`src/rtl/data_ram_arbiter_pkg.sv`:
```
// rtl/data_ram_arbiter_pkg.sv - shared types and constants for the data_ram arbiter
package data_ram_arbiter_pkg;

  typedef enum logic [1:0] {
    ARB_IDLE = 2'd0,
    ARB_G0   = 2'd1,
    ARB_G1   = 2'd2
  } arb_state_e;

  localparam logic ARB_MASTER0 = 1'b0;
  localparam logic ARB_MASTER1 = 1'b1;

  localparam int DATA_ADDR_W = 32;
  localparam int DATA_W      = 32;

  localparam logic [3:0] HOLD_SAT = 4'd15;

  function automatic logic [3:0] hold_next(input logic [3:0] cnt);
    return (cnt == HOLD_SAT) ? cnt : cnt + 4'd1;
  endfunction

endpackage

```
`src/rtl/data_ram_arbiter_rr_pick2.sv`:
```
// rtl/data_ram_arbiter_rr_pick2.sv - combinational two-way round-robin winner select
module rr_pick2 (
  input  logic req0,
  input  logic req1,
  input  logic last,
  input  logic holder,
  input  logic stay,
  output logic grant,
  output logic valid
);

  always_comb begin
    grant = last;
    valid = 1'b1;
    if (stay) begin
      grant = holder;
    end else if (req0 ^ req1) begin
      grant = req1;
    end else if (req0 && req1) begin
      grant = ~last;
    end else begin
      valid = 1'b0;
    end
  end

endmodule

```
`src/rtl/data_ram_arbiter.sv`:
```
// rtl/data_ram_arbiter.sv - round-robin arbiter with bounded lock sharing data_ram between two masters
module data_ram_arbiter
  import data_ram_arbiter_pkg::*;
#(
  parameter int MAX_HOLD = 4
) (
  input  logic                   clk,
  input  logic                   rst,
  input  logic                   m0_req,
  input  logic                   m1_req,
  input  logic                   m0_lock,
  input  logic                   m1_lock,
  input  logic                   m0_we,
  input  logic                   m1_we,
  input  logic [3:0]             m0_sel,
  input  logic [3:0]             m1_sel,
  input  logic [DATA_ADDR_W-1:0] m0_addr,
  input  logic [DATA_ADDR_W-1:0] m1_addr,
  input  logic [DATA_W-1:0]      m0_wdata,
  input  logic [DATA_W-1:0]      m1_wdata,
  output logic [DATA_W-1:0]      m0_rdata,
  output logic [DATA_W-1:0]      m1_rdata,
  output logic                   m0_ack,
  output logic                   m1_ack,
  output logic                   ram_ce,
  output logic                   ram_we,
  output logic [3:0]             ram_sel,
  output logic [DATA_ADDR_W-1:0] ram_addr,
  output logic [DATA_W-1:0]      ram_data_o,
  input  logic [DATA_W-1:0]      ram_data_i
);

  arb_state_e r_state;
  logic       r_last;
  logic [3:0] r_hold_cnt;

  logic w_held, w_holder, w_h_req, w_h_lock, w_o_req;
  logic w_stay, w_grant, w_valid;
  logic w_act0, w_act1;

  assign w_held   = (r_state != ARB_IDLE);
  assign w_holder = (r_state == ARB_G1) ? ARB_MASTER1 : ARB_MASTER0;
  assign w_h_req  = w_holder ? m1_req  : m0_req;
  assign w_h_lock = w_holder ? m1_lock : m0_lock;
  assign w_o_req  = w_holder ? m0_req  : m1_req;

  // Lock is honoured unconditionally when uncontended, otherwise only below MAX_HOLD.
  assign w_stay = w_held && w_h_req && w_h_lock &&
                  (!w_o_req || (r_hold_cnt < 4'(MAX_HOLD)));

  rr_pick2 u_pick (
    .req0   (m0_req),
    .req1   (m1_req),
    .last   (r_last),
    .holder (w_holder),
    .stay   (w_stay),
    .grant  (w_grant),
    .valid  (w_valid)
  );

  always_ff @(posedge clk) begin
    if (rst) begin
      r_state    <= ARB_IDLE;
      r_last     <= ARB_MASTER1;
      r_hold_cnt <= 4'd0;
    end else if (w_valid) begin
      r_state    <= w_grant ? ARB_G1 : ARB_G0;
      r_last     <= w_grant;
      r_hold_cnt <= (w_held && (w_grant == w_holder)) ? hold_next(r_hold_cnt) : 4'd1;
    end else begin
      r_state <= ARB_IDLE;
    end
  end

  // Reset gates the access combinationally so a mid-grant write never reaches the RAM.
  assign w_act0 = !rst && (r_state == ARB_G0) && m0_req;
  assign w_act1 = !rst && (r_state == ARB_G1) && m1_req;

  always_comb begin
    ram_ce     = 1'b0;
    ram_we     = 1'b0;
    ram_sel    = 4'd0;
    ram_addr   = '0;
    ram_data_o = '0;
    if (w_act0) begin
      ram_ce     = 1'b1;
      ram_we     = m0_we;
      ram_sel    = m0_sel;
      ram_addr   = m0_addr;
      ram_data_o = m0_wdata;
    end else if (w_act1) begin
      ram_ce     = 1'b1;
      ram_we     = m1_we;
      ram_sel    = m1_sel;
      ram_addr   = m1_addr;
      ram_data_o = m1_wdata;
    end
  end

  assign m0_ack   = w_act0;
  assign m1_ack   = w_act1;
  assign m0_rdata = w_act0 ? ram_data_i : '0;
  assign m1_rdata = w_act1 ? ram_data_i : '0;

endmodule

```
`config.mk`:
```
export PLATFORM = sky130hd
export DESIGN_NAME = data_ram_arbiter
export DESIGN_NICKNAME = d
export VERILOG_FILES = /design/src/rtl/data_ram_arbiter_pkg.sv /design/src/rtl/data_ram_arbiter_rr_pick2.sv /design/src/rtl/data_ram_arbiter.sv
export SDC_FILE = /design/constraint.sdc
export NUM_CORES = 1
export LEC_CHECK = 0
export CAP_MARGIN = 20
export CORE_AREA = 4 4 120 122
export CTS_CLUSTER_DIAMETER = 150
export CTS_CLUSTER_SIZE = 10
export DETAILED_ROUTE_END_ITERATION = 10
export DIE_AREA = 0 0 124 126
export DONT_BUFFER_PORTS = 1
export SYNTH_ARGS = -nofsm -noshare
export SYNTH_HDL_FRONTEND = slang
export SYNTH_SLANG_ARGS = --single-unit
```
`constraint.sdc`:
```
create_clock -name clk -period 1.65 [get_ports clk]
set_clock_uncertainty 0.15 [all_clocks]
set_input_delay 0.2475 -clock clk [delete_from_list [all_inputs] [get_ports clk]]
set_output_delay 0.2475 -clock clk [all_outputs]
set_load 0.1 [all_outputs]
```
* Yosys cells after proc, flatten, opt, wreduce, memory -nomap -nowiden
Index checks and enable logic that the tools add are counted.
** Word-level totals
- Word-level logic and storage cells :: 53
- Bits of input ports :: 176
- Register bits :: 7
- Output and inout port bits :: 136
** Operators by class
- Equal/unequal tests :: 5
- Bitwise gates (word level) :: 3
- Add/sub/neg operators :: 1
- Order comparisons :: 1
- Muxes and demuxes :: 25
- Reductions and logical operators :: 15
** Operators by type and width (number)
- two-way mux 32 bit :: 6
- two-way mux 4 bit :: 4
- two-way mux 1 bit :: 14
- logical AND 1 bit :: 9
- adder 4 x 1 -> 4 bit, second input constant :: 1
- == test 4 bit, second input constant :: 1
- less-than comparator 4 x 3 -> 1 bit, second input constant :: 1
- == test 2 x 1 -> 1 bit, second input constant :: 1
- == test 2 bit, second input constant :: 1
- logical NOT 1 bit :: 2
- two-way mux 2 bit :: 1
- inequality test 2 bit, second input constant :: 1
- inverter 1 bit :: 2
- AND reduction 2 bit :: 1
- nonzero test 2 bit :: 1
- OR reduction 2 bit :: 1
- == test 1 bit :: 1
- logical OR 1 bit :: 1
- XOR 1 bit :: 1

* Logic depth before layout (Yosys ltp)
Gate-level depths: netlist of the first run.
- Depth after elaboration :: 11
- Depth in mapped cells :: 7
- Gate-level depth less buffers :: 6

* Modules after synthesis
From an unflattened synthesis of the first run, not the netlist that was laid out.
** Unflattened totals
- Cells, all modules :: 202
- Area, all modules :: 1524.0 µm²
** By module, submodules not included
- data_ram_arbiter :: instances 1, seq. area each 140.1 µm², area an instance 1490.2 µm², cells an instance 197
- rr_pick2 :: instances 1, seq. area each 0.0 µm², area an instance 33.8 µm², cells an instance 5

* Worst setup path before layout of the first run
No wires, ideal clock.
- Kind :: register -> output
- From :: reg r_state[0]
- To :: out m1_rdata[22]
- Required time :: 1252 ps
- Path slack :: -1423 ps
- Cell stages (with the launch flop) :: 6
- Arrival time :: 2676 ps
- Path buffers :: 2
- Cells stage by stage :: dfxtp_1 buf_6 nand2b_4 nor3_1 clkbuf_1 and2_1
** Between the ends
- Cells in the longest elaborated chain, start to end :: 4
** RTL lines
- start, declared :: RTL line data_ram_arbiter.sv:33 : arb_state_e r_state;
- start signal, assigned :: RTL line data_ram_arbiter.sv:67 : r_state <= w_grant ? ARB_G1 : ARB_G0;
- == test 2 bit :: RTL line data_ram_arbiter.sv:77 : assign w_act1 = !rst && (r_state == ARB_G1) && m1_req;
- logical AND 1 bit (2 in series) :: RTL line data_ram_arbiter.sv:77
- via m1_ack :: RTL line data_ram_arbiter.sv:24 : output logic m1_ack,
- two-way mux 32 bit :: RTL line data_ram_arbiter.sv:103 : assign m1_rdata = w_act1 ? ram_data_i : '0;
- end, declared :: RTL line data_ram_arbiter.sv:22 : output logic [DATA_W-1:0] m1_rdata,
The timed path passes the listed nets, and every way through them passes these cells.

* Final worst setup path of the first run
- From :: reg r_state[1]
- To :: out ram_addr[15]
** Between the ends
- Cells in the longest elaborated chain, start to end :: 5
- Elaborated cells on any way between the ends :: 8
- Those cells by class :: eq/ne: 2; mux: 2; reduce/logical: 4
** RTL lines
- == test 2 bit :: RTL line data_ram_arbiter.sv:77
- logical AND 1 bit (2 in series) :: RTL line data_ram_arbiter.sv:77
- two-way mux 32 bit :: RTL line data_ram_arbiter.sv:91 : end else if (w_act1) begin
- two-way mux 32 bit * :: RTL line data_ram_arbiter.sv:85 : if (w_act0) begin
- end, declared :: RTL line data_ram_arbiter.sv:28 : output logic [DATA_ADDR_W-1:0] ram_addr,
Every way passes the cells marked *; elsewhere a longest branch is shown, timed or not.

==> impl_metrics.yaml, run 1 <==
cells_and_area:
  postLayoutCoreUtil_pct: 32.5
  nNetsFinal: 473
  drive_above_1_share_pct: 87.5
  diodes: 0
  syn2layout_area_growth_pct: 170
floorplanning:
  die_w_um: 124
  die_y_um: 126
  floorplan.initialDensity_pct: 12.0
  top_level_ports: 312
  die_area_um2: 15600
  core_um2: 13200
  num_rows: 42
timing:
  max_freq_ghz: 0.495
  post-route-min-period_ns: 2.02
  rsz0062_at_grt: "true"
  finalCritPeriodShare_pct: 122
  finalWorstSetupSlack_ns: -0.371
  maxSlewViolCount: 0
  setup-tns-final_ns: -43.49
  slew_headroom_pct: 73.6
  setup_viol: 143
  hold_viol: 0
  tightest_slew_ns: 0.390
logic_synthesis:
  yosys_most_used_dff: "dfxtp_1"
  netlist.area_leader.share_pct: 38.0
  synth_nets: 391
  avgSynthCellArea_um2: 7.43
  synthTopCellsByCount: "69 x a22o_1, 64 x and2_1, 14 x buf_2, 9 x clkbuf_1"
  synthAdderAreaFrac_pct: 0.787
  yosys.area_share.simple_pct: 37.6
  synth-edff-count: 0
  synth_xor_area_share_pct: 0
  async_flop_share_pct: 0
  synth.largest_area_cell: "a22o_1"
  synth_compound_area_share_pct: 42.7
  synth-seq-area-share_pct: 8.82
  ys_types: 32
  synthCells: 214
  synth_top_family_by_area: "compound AO/OA/AOI/OAI gates"
  synth_seq_cells: 7
  synth_area_um2: 1590
  synth_area_leaders: "a22o_1 38%, and2_1 25%, dfxtp_1 8.8%"
  synth.area.mux_share_pct: 1.89
  ys_warn_count: 0
  synth.most_common_cell: "a22o_1"
worst_setup_path:
  critPathCaptureType: "output port"
  cp_max_fo: 13
  timing.rr.start: "r_state[0]"
  arrival_ns: 1.62
  required_ns: 1.25
  worstSetupStartpoint: "r_state[1]"
  critical_path_class: "reg -> out"
  worstSetupStartpointType: "flip-flop"
  rrSetupSlack_ns: -0.18
global_routing:
  grt_first_pass_wirelength_um: 13100
  grt_max_degree: 28
  track_usage_pct: 10.8
  grt_pass1_vias: 2275
  antenna_found_initial: 0
  overflow: 0
detailed_routing:
  wl_per_cell_um: 23.4
  finalWirelength_um: 11000
  dr.pass1.iters: 4
  vias: 2264
  ant_nets: 0
  drc: 0
  vias_per_cell: 4.81
  drt_iter0_markers: 53
min_path:
  hp-class: "in -> reg"
  holdCritStartpoint: "rst"
status:
  status: "complete, but fails checks"
  violations: "negative setup slack"
clock_network:
  clk_pin_slew_ns: 0.04
  h-tree-depth: 1
  clk_latency_ns: 0.23
  clk_path_buf_depth: 2
  cts.sinks: 7
  cts_buffers: 3
  tritoncts: "yes"
  clockRootBuffer: "clkbuf_16"
power_and_ir_drop:
  ir_drop_v: 0.000364
  p_leak_uw: 0.00177
  power_density_nw_per_um2: 416
  power_uw: 1790
run:
  drv_cap: 0
placement:
  place_congestion: 0.695
  port_buffers: 0
  place_hpwl_um: 7390
layer usage:
layer | routed length, um | share of wire, % | global-route usage [%] | up-vias
met5 | 0 | 0 | 0 | -
met4 | 59 | 0.54 | 1.29 | 0
met3 | 1110 | 10 | 2.60 | 8
met2 | 6280 | 57 | 21.8 | 205
met1 | 3570 | 32 | 11.2 | 1084
li1 | - | - | - | 967
kinds of logic after synthesis:
family                   Yosys count
AO/OA/AOI/OAI                     79
AND/OR/NAND/NOR                   96
buffers and inverters             28
multiplexers                       3
adder cells (fa/ha/maj)            1
flip-flops                         7
final timing paths:
kind                   endpoint  depth (start not counted)
hold / removal    r_hold_cnt[0]                          2
setup / recovery   ram_addr[15]                          6
setup reg to reg  r_hold_cnt[3]                          7
hold reg to reg   r_hold_cnt[1]                          2
through the flow:
| stage | setup slack, ns | instances | hold WS [ns] | cell area, um2 |
|---|---|---|---|---|
| 6_report | -0.371 | 471 | 0.0290 | 4290 |
| 5_1_grt | -0.421 | 471 | 0.0389 | 4290 |
| 4_1_cts | -0.358 | 461 | -0.0731 | 3960 |
| 3_5_place_dp | -0.241 | 443 | 0.175 | 3590 |
| 3_3_place_gp | -0.136 | 443 | 0.173 | 3590 |
| 2_1_floorplan | -0.326 | 214 | 0.278 | 2100 |
registers in the layout (all words and copies together), names as in the netlist:
name        count
r_last          1
r_hold_cnt      4
r_state         2
report_power, final:
group	internal (uW)	switching, uW
Combinational	393	789
Clock	321	91.2
Sequential	180	12.0
layout make-up:
type,count,area (um2)
inverter,3,11.3
multi-input combinational,179,1860
fill,1292,8900
timing repair buffer,102,1970
sequential,7,145
clock buffer,4,78.8
tap,176,220
cell usage in the layout, fill, tap and decap left out, drive strengths merged:
master        n
and2         64
nand2b        2
a211oi        1
inv           3
o21ai         2
a31oi         2
nand4b        1
or2           1
nand3         2
nor2          9
clkbuf       12
o21a          1
nor2b         2
nor4          2
a2111oi       1
a22o         69
a21oi         1
nor3          6
nand2         4
buf          93
a31o          2
nor4b         1
or4b          1
or3           1
mux2i         3
ha            1
dlygate4sd3   1
dfxtp         7
critical path: stages, from the launching register on:
cell and delay (ns):
dfxtp_2 0.34, nor3_4 0.22, buf_12 0.14, buf_12 0.15
clkbuf_16 0.18, a22o_2 0.18, buf_12 0.17
repair_timing:
item | CTS | global route
gates resized for setup | 22 | 26
setup buffers | 8 | 1
pin swaps | 18 | 15
endpoints found under the setup margin | 143 | 143
hold endpoints to repair | 5 | 5
cloned | 6 | 10
No activity file was read; power rests on OpenSTA's default activity.
==> run 2, diff against run 1 <==
--- a/config.mk
+++ b/config.mk
@@ -6,12 +6,15 @@
 export NUM_CORES = 1
 export LEC_CHECK = 0
 export CAP_MARGIN = 20
-export CORE_AREA = 4 4 120 122
+export CELL_PAD_IN_SITES_DETAIL_PLACEMENT = 0
+export CELL_PAD_IN_SITES_GLOBAL_PLACEMENT = 1
+export CORE_AREA = 4 4 119 121
 export CTS_CLUSTER_DIAMETER = 150
 export CTS_CLUSTER_SIZE = 10
 export DETAILED_ROUTE_END_ITERATION = 10
-export DIE_AREA = 0 0 124 126
+export DIE_AREA = 0 0 123 125
 export DONT_BUFFER_PORTS = 1
+export PLACE_DENSITY = 0.4
 export SYNTH_ARGS = -nofsm -noshare
 export SYNTH_HDL_FRONTEND = slang
 export SYNTH_SLANG_ARGS = --single-unit
==> impl_metrics.yaml, run 2 (synthesis results as in run 1) <==
min_path:
  hold_path_depth: 2
  hp-class: "in -> reg"
  hold_end: "r_hold_cnt[0]"
  holdCritStartpoint: "rst"
global_routing:
  grt_first_pass_wirelength_um: 14800
  track_usage_pct: 12.8
  grt_pass1_vias: 2243
  grt_max_degree: 29
  overflow: 0
  antenna_found_initial: 0
cells_and_area:
  nNetsFinal: 480
  final_cell_mix: "76 x buf_12, 64 x and2_4, 41 x a22o_4"
  drive_above_1_share_pct: 87.1
  finalNonFillerCells: 478
  final_cell_area_um2: 4440
  top_regs: "r_hold_cnt (4), r_state (2), r_last (1)"
  largest_register: "r_hold_cnt"
  syn2layout_area_growth_pct: 179
  diodes: 0
  layout_commonest_cell: "buf_12"
  largest_reg_flops: 4
timing:
  tightest_slew_ns: 0.374
  post-route-min-period_ns: 2.00
  hold_viol: 0
  setup_viol: 143
  setup-tns-final_ns: -41.72
  finalCritPeriodShare_pct: 121
  max_freq_ghz: 0.501
  maxSlewViolCount: 0
  slew_headroom_pct: 74.7
  finalWorstSetupSlack_ns: -0.348
  rsz0062_at_grt: "true"
clock_network:
  clockRootBuffer: "clkbuf_16"
  tritoncts: "yes"
  clk_pin_slew_ns: 0.04
  cts.sinks: 7
  clk_path_buf_depth: 2
  clk_latency_ns: 0.23
  cts_buffers: 3
  h-tree-depth: 1
floorplanning:
  floorplan.initialDensity_pct: 12.1
  core_um2: 13100
  num_rows: 42
  die_y_um: 125
  die_w_um: 123
  top_level_ports: 312
  die_area_um2: 15400
worst_setup_path:
  required_ns: 1.25
  slowest_stage: "dfxtp_2"
  critPathCaptureType: "output port"
  timing.rr.start: "r_state[0]"
  critPathMaxStageDelay_ns: 0.35
  cp_cell_sequence: "nand2_4 -> nor3_4 -> buf_6 -> buf_12 -> buf_12 -> and2_4"
  worstSetupStartpointType: "flip-flop"
  cp_max_fo: 12
  worst-r2r-cell-count: 8
  r2r_end: "r_hold_cnt[0]"
  rrSetupSlack_ns: -0.15
  arrival_ns: 1.60
  critPathMostFrequentCell: "buf_12"
  critical_path_class: "reg -> out"
placement:
  place_hpwl_um: 8290
  dp_cells: 446
  place_ws_ns: -0.207
  port_buffers: 0
  place_congestion: 0.801
  placed_area_um2: 3630
detailed_routing:
  dr.pass1.iters: 4
  finalWirelength_um: 12200
  wl_per_cell_um: 25.5
  vias: 2241
  vias_per_cell: 4.69
  drt_iter0_markers: 70
  drc: 0
  ant_nets: 0
status:
  status: "complete, but fails checks"
  violations: "negative setup slack"
run:
  drv_cap: 0
power_and_ir_drop:
  power_density_nw_per_um2: 406
  power_uw: 1800
  p_leak_uw: 0.00188
  ir_drop_v: 0.000252
==> run 2: cell count changes in the layout (fill, tap and decap cells not counted), moves of 2 or more <==
cell / before / now
a22o_2: 38 / 28
a22o_4: 31 / 41
and2_2: 15 / 0
and2_4: 49 / 64
buf_12: 73 / 76
buf_16: 6 / 8
buf_4: 9 / 13
buf_6: 2 / 5
buf_8: 3 / 0
clkbuf_16: 11 / 9
==> run 2: critical path: cells and delay by family (launching register included) <==
kind | cells | cell delay (ns)
simple gates | 3 | 0.55
flops | 1 | 0.35
buf+inv | 3 | 0.46
==> run 2: routing by layer <==
layer / share of wire, % / routed length, um / global-route usage, %
met1: 35 / 4310 / 15.2
met3: 9.4 / 1150 / 3.03
met4: 0.62 / 75 / 0.586
met5: 0 / 0 / 0
met2: 55 / 6650 / 24.3
==> run 2: stage by stage <==
| step | utilization, % | hold WS (ns) |
|---|---|---|
| finish | 33.9 | 0.0372 |
| global route | 33.9 | 0.0504 |
| CTS | 31.3 | 0.0361 |
| detailed placement | 27.7 | 0.176 |
| global placement | 27.7 | 0.173 |
| floorplan | - | 0.278 |
==> run 2: worst max path at each step <==
stage | end | cells after the start | from | slack, ns
3_3_place_gp | ram_data_o[6] | 5 | r_state[1] | -0.17
5_1_grt | ram_addr[27] | 6 | r_state[0] | -0.40
4_1_cts | ram_addr[12] | 6 | r_state[0] | -0.40
6_report | m0_rdata[26] | 6 | r_state[0] | -0.35
2_1_floorplan | ram_addr[10] | 6 | r_state[0] | -0.33
3_5_place_dp | ram_data_o[6] | 5 | r_state[1] | -0.21
==> run 2: cell type report <==
cell class	count	area, um2
fill	1282	8650
multi-input combinational	179	1930
tap	176	220
timing repair buffer	109	2060
sequential	7	145
clock buffer	4	78.8
inverter	3	11.3
==> run 2: timing repair <==
item / CTS / global route
resized for setup: 24 / 44
cloned: 8 / 8
endpoints found under the setup margin: 143 / 143
endpoints found under the hold margin: 5 / 0
hold buffers: 1 / 0
pin swaps: 39 / 41
setup buffers: 11 / 5
==> run 2: power breakdown <==
part	switching (uW)	leakage [uW]	internal [uW]
Sequential	9.08	0.0000585	179
Combinational	792	0.00178	411
Clock	89.9	0.0000382	321
